`src/rtl/rv_pkg.sv`:
```
// Shared RV64 fetch types and constants.
// Imported by the fetch interface, buffer and stage.
package rv_pkg;

  localparam int XLEN = 64;
  localparam int ILEN = 32;
  localparam int INSN_BYTES = 4;

  localparam logic [ILEN-1:0] NOP_INSN =
    32'h0000_0013;

  typedef struct packed {
    logic [XLEN-1:0] pc;
    logic [ILEN-1:0] instr;
  } fetch_entry_t;

  typedef enum logic {
    RUN,
    HALT
  } fetch_state_e;

  // Wraps modulo 2^XLEN by construction.
  function automatic logic [XLEN-1:0] pc_next(
    input logic [XLEN-1:0] pc
  );
    return pc + XLEN'(INSN_BYTES);
  endfunction

endpackage

```
`src/rtl/instruction_fetch_if.sv`:
```
// Fetch-to-decode handshake bundle.
// Master is the fetch stage, slave is decode.
interface instruction_fetch_if;
  import rv_pkg::*;

  logic            if_valid;
  logic            if_ready;
  logic [XLEN-1:0] if_pc;
  logic [ILEN-1:0] if_instr;
  logic            if_fault;

  modport master (
    output if_valid,
    output if_pc,
    output if_instr,
    output if_fault,
    input  if_ready
  );

  modport slave (
    input  if_valid,
    input  if_pc,
    input  if_instr,
    input  if_fault,
    output if_ready
  );

endinterface

```
`src/rtl/ifetch_fifo.sv`:
```
// Synchronous fetch buffer with flush.
// Full buffer accepts a push when it pops.
module ifetch_fifo
  import rv_pkg::*;
#(
  parameter int DEPTH = 2,
  localparam int AW = $clog2(DEPTH),
  localparam int CW = AW + 1
) (
  input  logic         clk,
  input  logic         rst_n,
  input  logic         push,
  input  logic         pop,
  input  logic         flush,
  input  fetch_entry_t din,
  output fetch_entry_t dout,
  output logic [CW-1:0] count,
  output logic         empty
);

  fetch_entry_t  mem [DEPTH];
  fetch_entry_t  last;
  logic [AW-1:0] rd_ptr;
  logic [AW-1:0] wr_ptr;
  logic          full;
  logic          do_pop;
  logic          do_push;

  assign empty = (count == '0);
  assign full  = (count == CW'(DEPTH));

  assign do_pop  = pop & ~empty & ~flush;
  assign do_push = push & ~flush &
                   (~full | do_pop);

  // Empty buffer shows the last popped entry.
  assign dout = empty ? last : mem[rd_ptr];

  always_ff @(posedge clk) begin
    if (do_push) begin
      mem[wr_ptr] <= din;
    end
  end

  always_ff @(posedge clk) begin
    if (!rst_n) begin
      rd_ptr <= '0;
      wr_ptr <= '0;
      count  <= '0;
      last   <= '0;
    end else if (flush) begin
      rd_ptr <= '0;
      wr_ptr <= '0;
      count  <= '0;
    end else begin
      if (do_push) begin
        wr_ptr <= wr_ptr + 1'b1;
      end
      if (do_pop) begin
        rd_ptr <= rd_ptr + 1'b1;
        last   <= mem[rd_ptr];
      end
      unique case (1'b1)
        do_push & ~do_pop:
          count <= count + 1'b1;
        do_pop & ~do_push:
          count <= count - 1'b1;
        default:
          count <= count;
      endcase
    end
  end

endmodule

```
`src/rtl/instruction_fetch.sv`:
```
// Fetch stage: PC, redirect, buffer to decode.
// IFETCH_MISALIGN_TRAP_EN halts on misaligned redirect.
module instruction_fetch
  import rv_pkg::*;
#(
  parameter logic [XLEN-1:0] RESET_PC = '0,
  parameter int FIFO_DEPTH = 2
) (
  input  logic            clk,
  input  logic            rst_n,
  output logic [XLEN-1:0] imem_addr,
  input  logic [ILEN-1:0] imem_instr,
  input  logic            redirect_valid,
  input  logic [XLEN-1:0] redirect_pc,
  instruction_fetch_if.master dec
);

  localparam int CW = $clog2(FIFO_DEPTH) + 1;

  fetch_state_e    state;
  logic [XLEN-1:0] fetch_pc;
  logic [XLEN-1:0] target;
  logic            halted;
  logic            room;
  logic            push;
  logic            pop;
  logic            empty;
  logic [CW-1:0]   count;
  fetch_entry_t    din;
  fetch_entry_t    head;

`ifdef IFETCH_MISALIGN_TRAP_EN
  logic fault;
  logic misalign;

  assign target   = redirect_pc;
  assign misalign = |redirect_pc[1:0];
  assign dec.if_fault = fault;
`else
  assign target = redirect_pc &
                  ~XLEN'(INSN_BYTES - 1);
  assign dec.if_fault = 1'b0;
`endif

  assign halted = (state == HALT);
  assign room   = (count < CW'(FIFO_DEPTH));
  assign pop    = dec.if_valid & dec.if_ready;
  assign push   = ~redirect_valid & ~halted &
                  (room | pop);

  assign imem_addr = fetch_pc;
  assign din.pc    = fetch_pc;
  assign din.instr = imem_instr;

  always_ff @(posedge clk) begin
    if (!rst_n) begin
      state    <= RUN;
      fetch_pc <= RESET_PC;
`ifdef IFETCH_MISALIGN_TRAP_EN
      fault    <= 1'b0;
`endif
    end else if (redirect_valid) begin
      fetch_pc <= target;
`ifdef IFETCH_MISALIGN_TRAP_EN
      if (misalign) begin
        state <= HALT;
        fault <= 1'b1;
      end
`endif
    end else if (push) begin
      fetch_pc <= pc_next(fetch_pc);
    end
  end

  ifetch_fifo #(
    .DEPTH (FIFO_DEPTH)
  ) u_fifo (
    .clk   (clk),
    .rst_n (rst_n),
    .push  (push),
    .pop   (pop),
    .flush (redirect_valid),
    .din   (din),
    .dout  (head),
    .count (count),
    .empty (empty)
  );

  assign dec.if_valid = ~empty;
  assign dec.if_pc    = head.pc;
  assign dec.if_instr = head.instr;

endmodule

```
`src/flat_wrapper.sv`:
```
// flat-port wrapper written by rule: the top's interface ports become plain ports
module instruction_fetch_flat import rv_pkg::*;
#(
  parameter logic [XLEN-1:0] RESET_PC = '0,
  parameter int FIFO_DEPTH = 2
)
  (clk, rst_n, imem_addr, imem_instr, redirect_valid, redirect_pc, dec_if_valid, dec_if_pc, dec_if_instr, dec_if_fault, dec_if_ready);
  instruction_fetch_if dec_i ();
  input  logic clk;
  input  logic rst_n;
  output logic [XLEN-1:0] imem_addr;
  input  logic [ILEN-1:0] imem_instr;
  input  logic redirect_valid;
  input  logic [XLEN-1:0] redirect_pc;
  output wire logic [$bits(dec_i.if_valid)-1:0] dec_if_valid;
  output wire logic [$bits(dec_i.if_pc)-1:0] dec_if_pc;
  output wire logic [$bits(dec_i.if_instr)-1:0] dec_if_instr;
  output wire logic [$bits(dec_i.if_fault)-1:0] dec_if_fault;
  input wire logic [$bits(dec_i.if_ready)-1:0] dec_if_ready;
  assign dec_if_valid = dec_i.if_valid;
  assign dec_if_pc = dec_i.if_pc;
  assign dec_if_instr = dec_i.if_instr;
  assign dec_if_fault = dec_i.if_fault;
  assign dec_i.if_ready = dec_if_ready;
  instruction_fetch #(.RESET_PC(RESET_PC), .FIFO_DEPTH(FIFO_DEPTH)) u_core (.clk(clk), .rst_n(rst_n), .imem_addr(imem_addr), .imem_instr(imem_instr), .redirect_valid(redirect_valid), .redirect_pc(redirect_pc), .dec(dec_i));
endmodule
```
`config.mk`:
```
export PLATFORM = sky130hd
export DESIGN_NAME = instruction_fetch_flat
export DESIGN_NICKNAME = d
export VERILOG_FILES = /design/src/rtl/rv_pkg.sv /design/src/rtl/instruction_fetch_if.sv /design/src/rtl/ifetch_fifo.sv /design/src/rtl/instruction_fetch.sv /design/src/flat_wrapper.sv
export SDC_FILE = /design/constraint.sdc
export NUM_CORES = 1
export LEC_CHECK = 0
export CAP_MARGIN = 20
export CORE_ASPECT_RATIO = 1.1
export CORE_MARGIN = 2
export CORE_UTILIZATION = 41
export DETAILED_ROUTE_END_ITERATION = 6
export PLACE_DENSITY = 0.61
export REMOVE_ABC_BUFFERS = 1
export SLEW_MARGIN = 20
export SYNTH_ARGS = -nofsm -noshare
export SYNTH_HDL_FRONTEND = slang
export SYNTH_SLANG_ARGS = --single-unit
```
`constraint.sdc`:
```
create_clock -name clk -period 20.5 [get_ports clk]
set_input_delay 6.15 -clock clk [delete_from_list [all_inputs] [get_ports clk]]
set_output_delay 6.15 -clock clk [all_outputs]
set_load 0.05 [all_outputs]
```
---- Word level (Yosys, flattened, before mapping) ----
Memories as Yosys holds them, arrays and structs flattened. A register that Yosys moved wholly into a read port is not among the register bits.
Cells that the tools add are included.
storage, ports and cells
  register bits after elaboration ......... 164
  RAM bits ................................ 192
  bits of input ports ..................... 100
  output and inout bits ................... 162
  logic and storage cells ................. 44
  memories ................................ 1
memory list
  memory             depth  bits a word  read ports  clocked after memory_dff  write ports  line               source
  u_core.u_fifo.mem  2      96           1           1                         1            ifetch_fifo.sv:21  fetch_entry_t mem [DEPTH];
operators by class
  add/sub/neg operators ................... 5
  $lt $le $gt $ge ......................... 1
  equality and inequality tests ........... 1
  muxes and demuxes ....................... 8
  bitwise gates (word level) .............. 16
  reduce and logical (&&, ||, !) cells .... 5
operators by type and width
  operator                                           number
  2-to-1 mux 64 bit                                  2
  2-to-1 mux 96 bit                                  1
  adder 64 x 3 -> 64 bit (second input constant)     1
  bitwise AND 1 bit                                  8
  NOT 1 bit                                          6
  2-to-1 mux 1 bit                                   4
  one-hot mux 2 bit (2 select lines)                 1
  nonzero test 2 bit                                 2
  adder 1 bit (second input constant)                2
  adder 2 x 1 -> 2 bit (second input constant)       1
  equality test 2 bit (second input constant)        1
  logical NOT 2 bit                                  1
  < comparator 2 bit (second input constant)         1
  OR 1 bit                                           2
  AND reduction 2 bit                                1
  OR reduction 2 bit                                 1
  subtractor 2 x 1 -> 2 bit (second input constant)  1

---- Longest topological paths before layout ----
  depth after elaboration ................. 10
  gate-level depth with buffers ........... 9
  depth with buffers taken out ............ 7

---- Modules after synthesis ----
Synthesis repeated with hierarchy kept, for this count alone.
second synthesis, totals
  cells, all modules ...................... 1348
  area total of the unflattened synthesis .. 15521.1 sq um
modules (own cells, without submodules)
  module             instances  cells each  area each (sq um)
  ifetch_fifo        1          883         11732.5
  instruction_fetch  1          465         3788.6

---- Worst setup path before layout ----
OpenSTA, ideal clock, no wires.
  path kind ............................... input port to flip-flop
  from .................................... input port redirect_valid
  to ...................................... memory u_core.u_fifo.mem[0][0] in the netlist's numbering, enable pin
  setup time .............................. 0.662 ns
  arrival time ............................ 13.190 ns
  required time ........................... 19.838 ns
  setup slack ............................. 6.649 ns
  stages on the path ...................... 4
  buffers on the path ..................... 3
  path through ............................ clkbuf_1 clkbuf_1 clkbuf_1 nor3_1
between the ends
  longest elaborated chain between the ends .. 6
  elaborated cells on any way between the ends .. 8
ends and longest elaborated chain
  item                                                  line                                        source
  from (decl)                                           flat_wrapper.sv:13                          input logic redirect_valid;
  NOT 1 bit (no source line) (*)                        n/a
  bitwise AND 1 bit, on equally long branches           instruction_fetch.sv:48, ifetch_fifo.sv:32
  bitwise AND 1 bit / OR 1 bit (equally long branches)  ifetch_fifo.sv:33, ifetch_fifo.sv:34
  bitwise AND 1 bit (*)                                 ifetch_fifo.sv:33                           assign do_push = push & ~flush &
  2-to-1 mux 1 bit (*)                                  ifetch_fifo.sv:40                           if (do_push) begin
  2-to-1 mux 1 bit (implied by the code) (*)            ifetch_fifo.sv:41                           mem[wr_ptr] <= din;
  to (decl)                                             ifetch_fifo.sv:21
Mark *: on every way between the ends. The rest lies on a longest branch, timed or not.

---- Worst setup path after layout ----
  from .................................... register u_core.u_fifo.count[1]
  to ...................................... output port dec_if_pc[30]
between the ends
  longest elaborated chain between the ends .. 2
ends and longest elaborated chain
  item                    line                source
  from (decl)             ifetch_fifo.sv:17   output logic [CW-1:0] count,
  from (signal assigned)  ifetch_fifo.sv:65   count <= count + 1'b1;
  from (signal assigned)  ifetch_fifo.sv:67   count <= count - 1'b1;
  from (signal assigned)  ifetch_fifo.sv:69   count <= count;
  logical NOT 2 bit       ifetch_fifo.sv:29   assign empty = (count == '0);
  2-to-1 mux 96 bit       ifetch_fifo.sv:37   assign dout = empty ? last : mem[rd_ptr];
  to (decl)               flat_wrapper.sv:16  output wire logic [$bits(dec_i.if_pc)-1:0] dec_if_pc;
Every way passes these cells.

==> out/metrics.csv <==
metric,value,unit
critical-path-slowest-cell,dfxtp_1,
p_leak,6.61,nW
core_area,37100,sq um
cts_resized,0,
fin_tns_setup,0,ns
hold_buffers,0,
period_share,0.507,
nets,1625,
gp_congestion,0.759,
fin_ws,10.11,ns
hold_path.class,reg -> reg,
overflow,0,
rsz0062_at_grt,no,
via_per_inst,5.44,
min_from,u_core.u_fifo.last[22],
num_vias,11141,
drt-initial-drc-count,570,
combPwrFrac,0.135,
drv_cap,0,
dieWidth,189,um
cp_max_fo,50,
finalPower,0.00171,W
port_buffers,254,
cts_setup_buffers,0,
p_sw,0.000440,W
drc,0,
root_buffer,clkbuf_16,
cts_max_path_buffers,3,
syn_area,15400,sq um
slowest_delay,0.81,ns
outcome,"complete, no violations",
grt_util_all_layers,0.213,
crit_path_end_kind,output pin,
hold_viol,0,
cp_cell_sequence,inv_1 > ha_1 > inv_4 > buf_4 > mux2_2 > clkdlybuf4s50_1,
area_growth,27.0,%
firstDrtPassIters,5,
grt_antenna_before_repair,4,
worst_pin_slew,1.09,ns
cts_tree,done,
yosysWarnings,0,
r2r_slack,16.20,ns
power_density,87.6,nW/um^2
ios,262,
grt_pass1_vias,11305,
synth_edf_count,188,
grt_max_degree,90,
ant_nets,0,
finClkSkew,0.0123,ns
switching_share,0.257,
fmax,96.2,MHz
dpl_worst_slack,10.59,ns
r2r_start,u_core.u_fifo.count[1],
setup_violations,0,
slew_viol_final,0,
dieArea,39100,sq um
drt_wl_total,42400,um
irDropWorstVdd,60.3,uV
power.share.clock,0.399,
wl_per_cell,20.7,um
critical_path_class,reg -> out,
ys.flop_type,edfxtp_1,
num-fill-cells,3274,
arrival,4.24,ns
synth-async-reset-ratio,0,
crit_required,14.35,ns
hpwlAfterDp,25600,um
initial_core_util,0.415,
yosysSeqAreaShare,0.576,
cts_buffers,39,
synth_cell_types,56,
layout.cells.non_filler,2048,
rows,74,
dieHeight,207,um
start_kind,flop,
p_int,0.00127,W
cts.sinks,349,
p_seq_frac,0.466,
placed_cells,1975,
synth.avg_cell_area,11.8,sq um
cts_max_level,2,
critical_path.startpoint,u_core.u_fifo.count[1],
synthesis.instances,1306,
period_minus_slack,10.39,ns
drive_above_1_share,0.175,
clock_latency,0.53,ns
ys_ff_latch,349,
clk_pin_slew,0.06,ns
grt_pass1_wl,65600,um
max-slew-margin-rel,0.272,
-- Yosys cell counts, types with 19 or more instances --
cell type	instances	share of area
mux2_2	188	0.14
nand2_1	127	0.031
nand4_1	30	0.012
a21boi_0	94	0.046
o21ai_0	145	0.047
clkbuf_1	75	0.018
a21oi_1	34	0.011
nand3_1	30	0.0097
xnor2_1	19	0.011
xor2_1	25	0.014
dfxtp_1	161	0.21
edfxtp_1	188	0.37
-- final cells by class --
cell class / instances / area [sq um] / share of cell area
Antenna cell: 2 / 5.00 / 0.000256
Inverter: 10 / 40.0 / 0.00205
Tap cell: 494 / 618 / 0.0316
Multi-Input combinational cell: 856 / 6150 / 0.314
Clock inverter: 14 / 144 / 0.00735
Clock buffer: 57 / 1110 / 0.0565
Sequential cell: 349 / 8870 / 0.453
Timing Repair Buffer: 266 / 2630 / 0.134
-- worst paths after layout --
check	end	depth (start not counted)
worst max-delay path	dec_if_pc[30]	6
worst min register to register	u_core.u_fifo.last[22]	2
worst min-delay path	u_core.u_fifo.last[22]	2
worst max register to register	u_core.u_fifo.last[59]	8
-- placed cells by master, fill, tap and decap left out, drive strengths merged, types with 2 or more instances in the layout --
cell type,n
diode,2
o311a,2
clkinv,10
a21oi,34
xor2,25
nor4,13
a2111oi,3
and2,4
clkbuf,57
bufinv,3
o211a,11
mux2,188
mux2i,6
inv,11
xnor2,19
or2,3
o21a,2
ha,3
dfxtp,161
a211oi,5
or4,6
nand3,31
buf,14
and4,8
and3,15
a31oi,12
nor2,15
nand2b,9
o31ai,7
o21ai,145
nor3,13
or3,8
a21boi,94
edfxtp,188
clkdlybuf4s50,252
nand4,32
nand2,127
nor2b,2
conb,5
-- metal layers --
metal / wire, um / track usage
met1: 18400 / 0.270
met4: 840 / 0.0609
met3: 1970 / 0.0365
met5: 30 / 0
met2: 21100 / 0.374
-- worst max-delay path, delay by kind of cell, from the launching register on --
kind | cells | cell delay, ns
adder cells (fa/ha/maj) | 1 | 0.28
buffers and inverters | 4 | 2.19
flip-flops | 1 | 0.81
multiplexers | 1 | 0.41
-- per-stage QoR --
stage / hold slack (ns) / util / area, sq um
3_3_place_gp: 0.464 / 0.493 / 18300
3_5_place_dp: 0.474 / 0.493 / 18300
2_1_floorplan: 0.455 / - / 15000
6_report: 0.478 / 0.527 / 19600
4_1_cts: 0.482 / 0.527 / 19600
5_1_grt: 0.502 / 0.527 / 19600
-- cells by family (layout without fill, tap and decap cells) --
kind of cell	count (synthesis)	in the layout	synth area share
AO/OA/AOI/OAI	319	319	0.131
adder cells (fa/ha/maj)	3	3	0.00244
XOR/XNOR	44	44	0.0250
multiplexers	194	194	0.141
AND/OR/NAND/NOR	291	291	0.0973
other	1	7	0.000243
flip-flops	349	349	0.576
buffers and inverters	105	347	0.0275
-- power by group through the flow --
| stage | logic (W) | registers, W | clock network [W] |
|---|---|---|---|
| floorplan | 0.000114 | 0.000838 | 0 |
| global placement | 0.000232 | 0.000812 | 0 |
| detailed placement | 0.000233 | 0.000814 | 0 |
| CTS | 0.000234 | 0.000799 | 0.000702 |
| global route | 0.000244 | 0.000803 | 0.000730 |
| finish | 0.000231 | 0.000799 | 0.000684 |
-- registers in the layout (all words and copies together), names as in the netlist, named ones only --
signal	flops
u_core.imem_addr	62
u_core.u_fifo.count	2
u_core.u_fifo.last	94
u_core.u_fifo.mem	188
u_core.u_fifo.rd_ptr	1
u_core.u_fifo.wr_ptr	1
No activity file was read; power rests on OpenSTA's default activity.
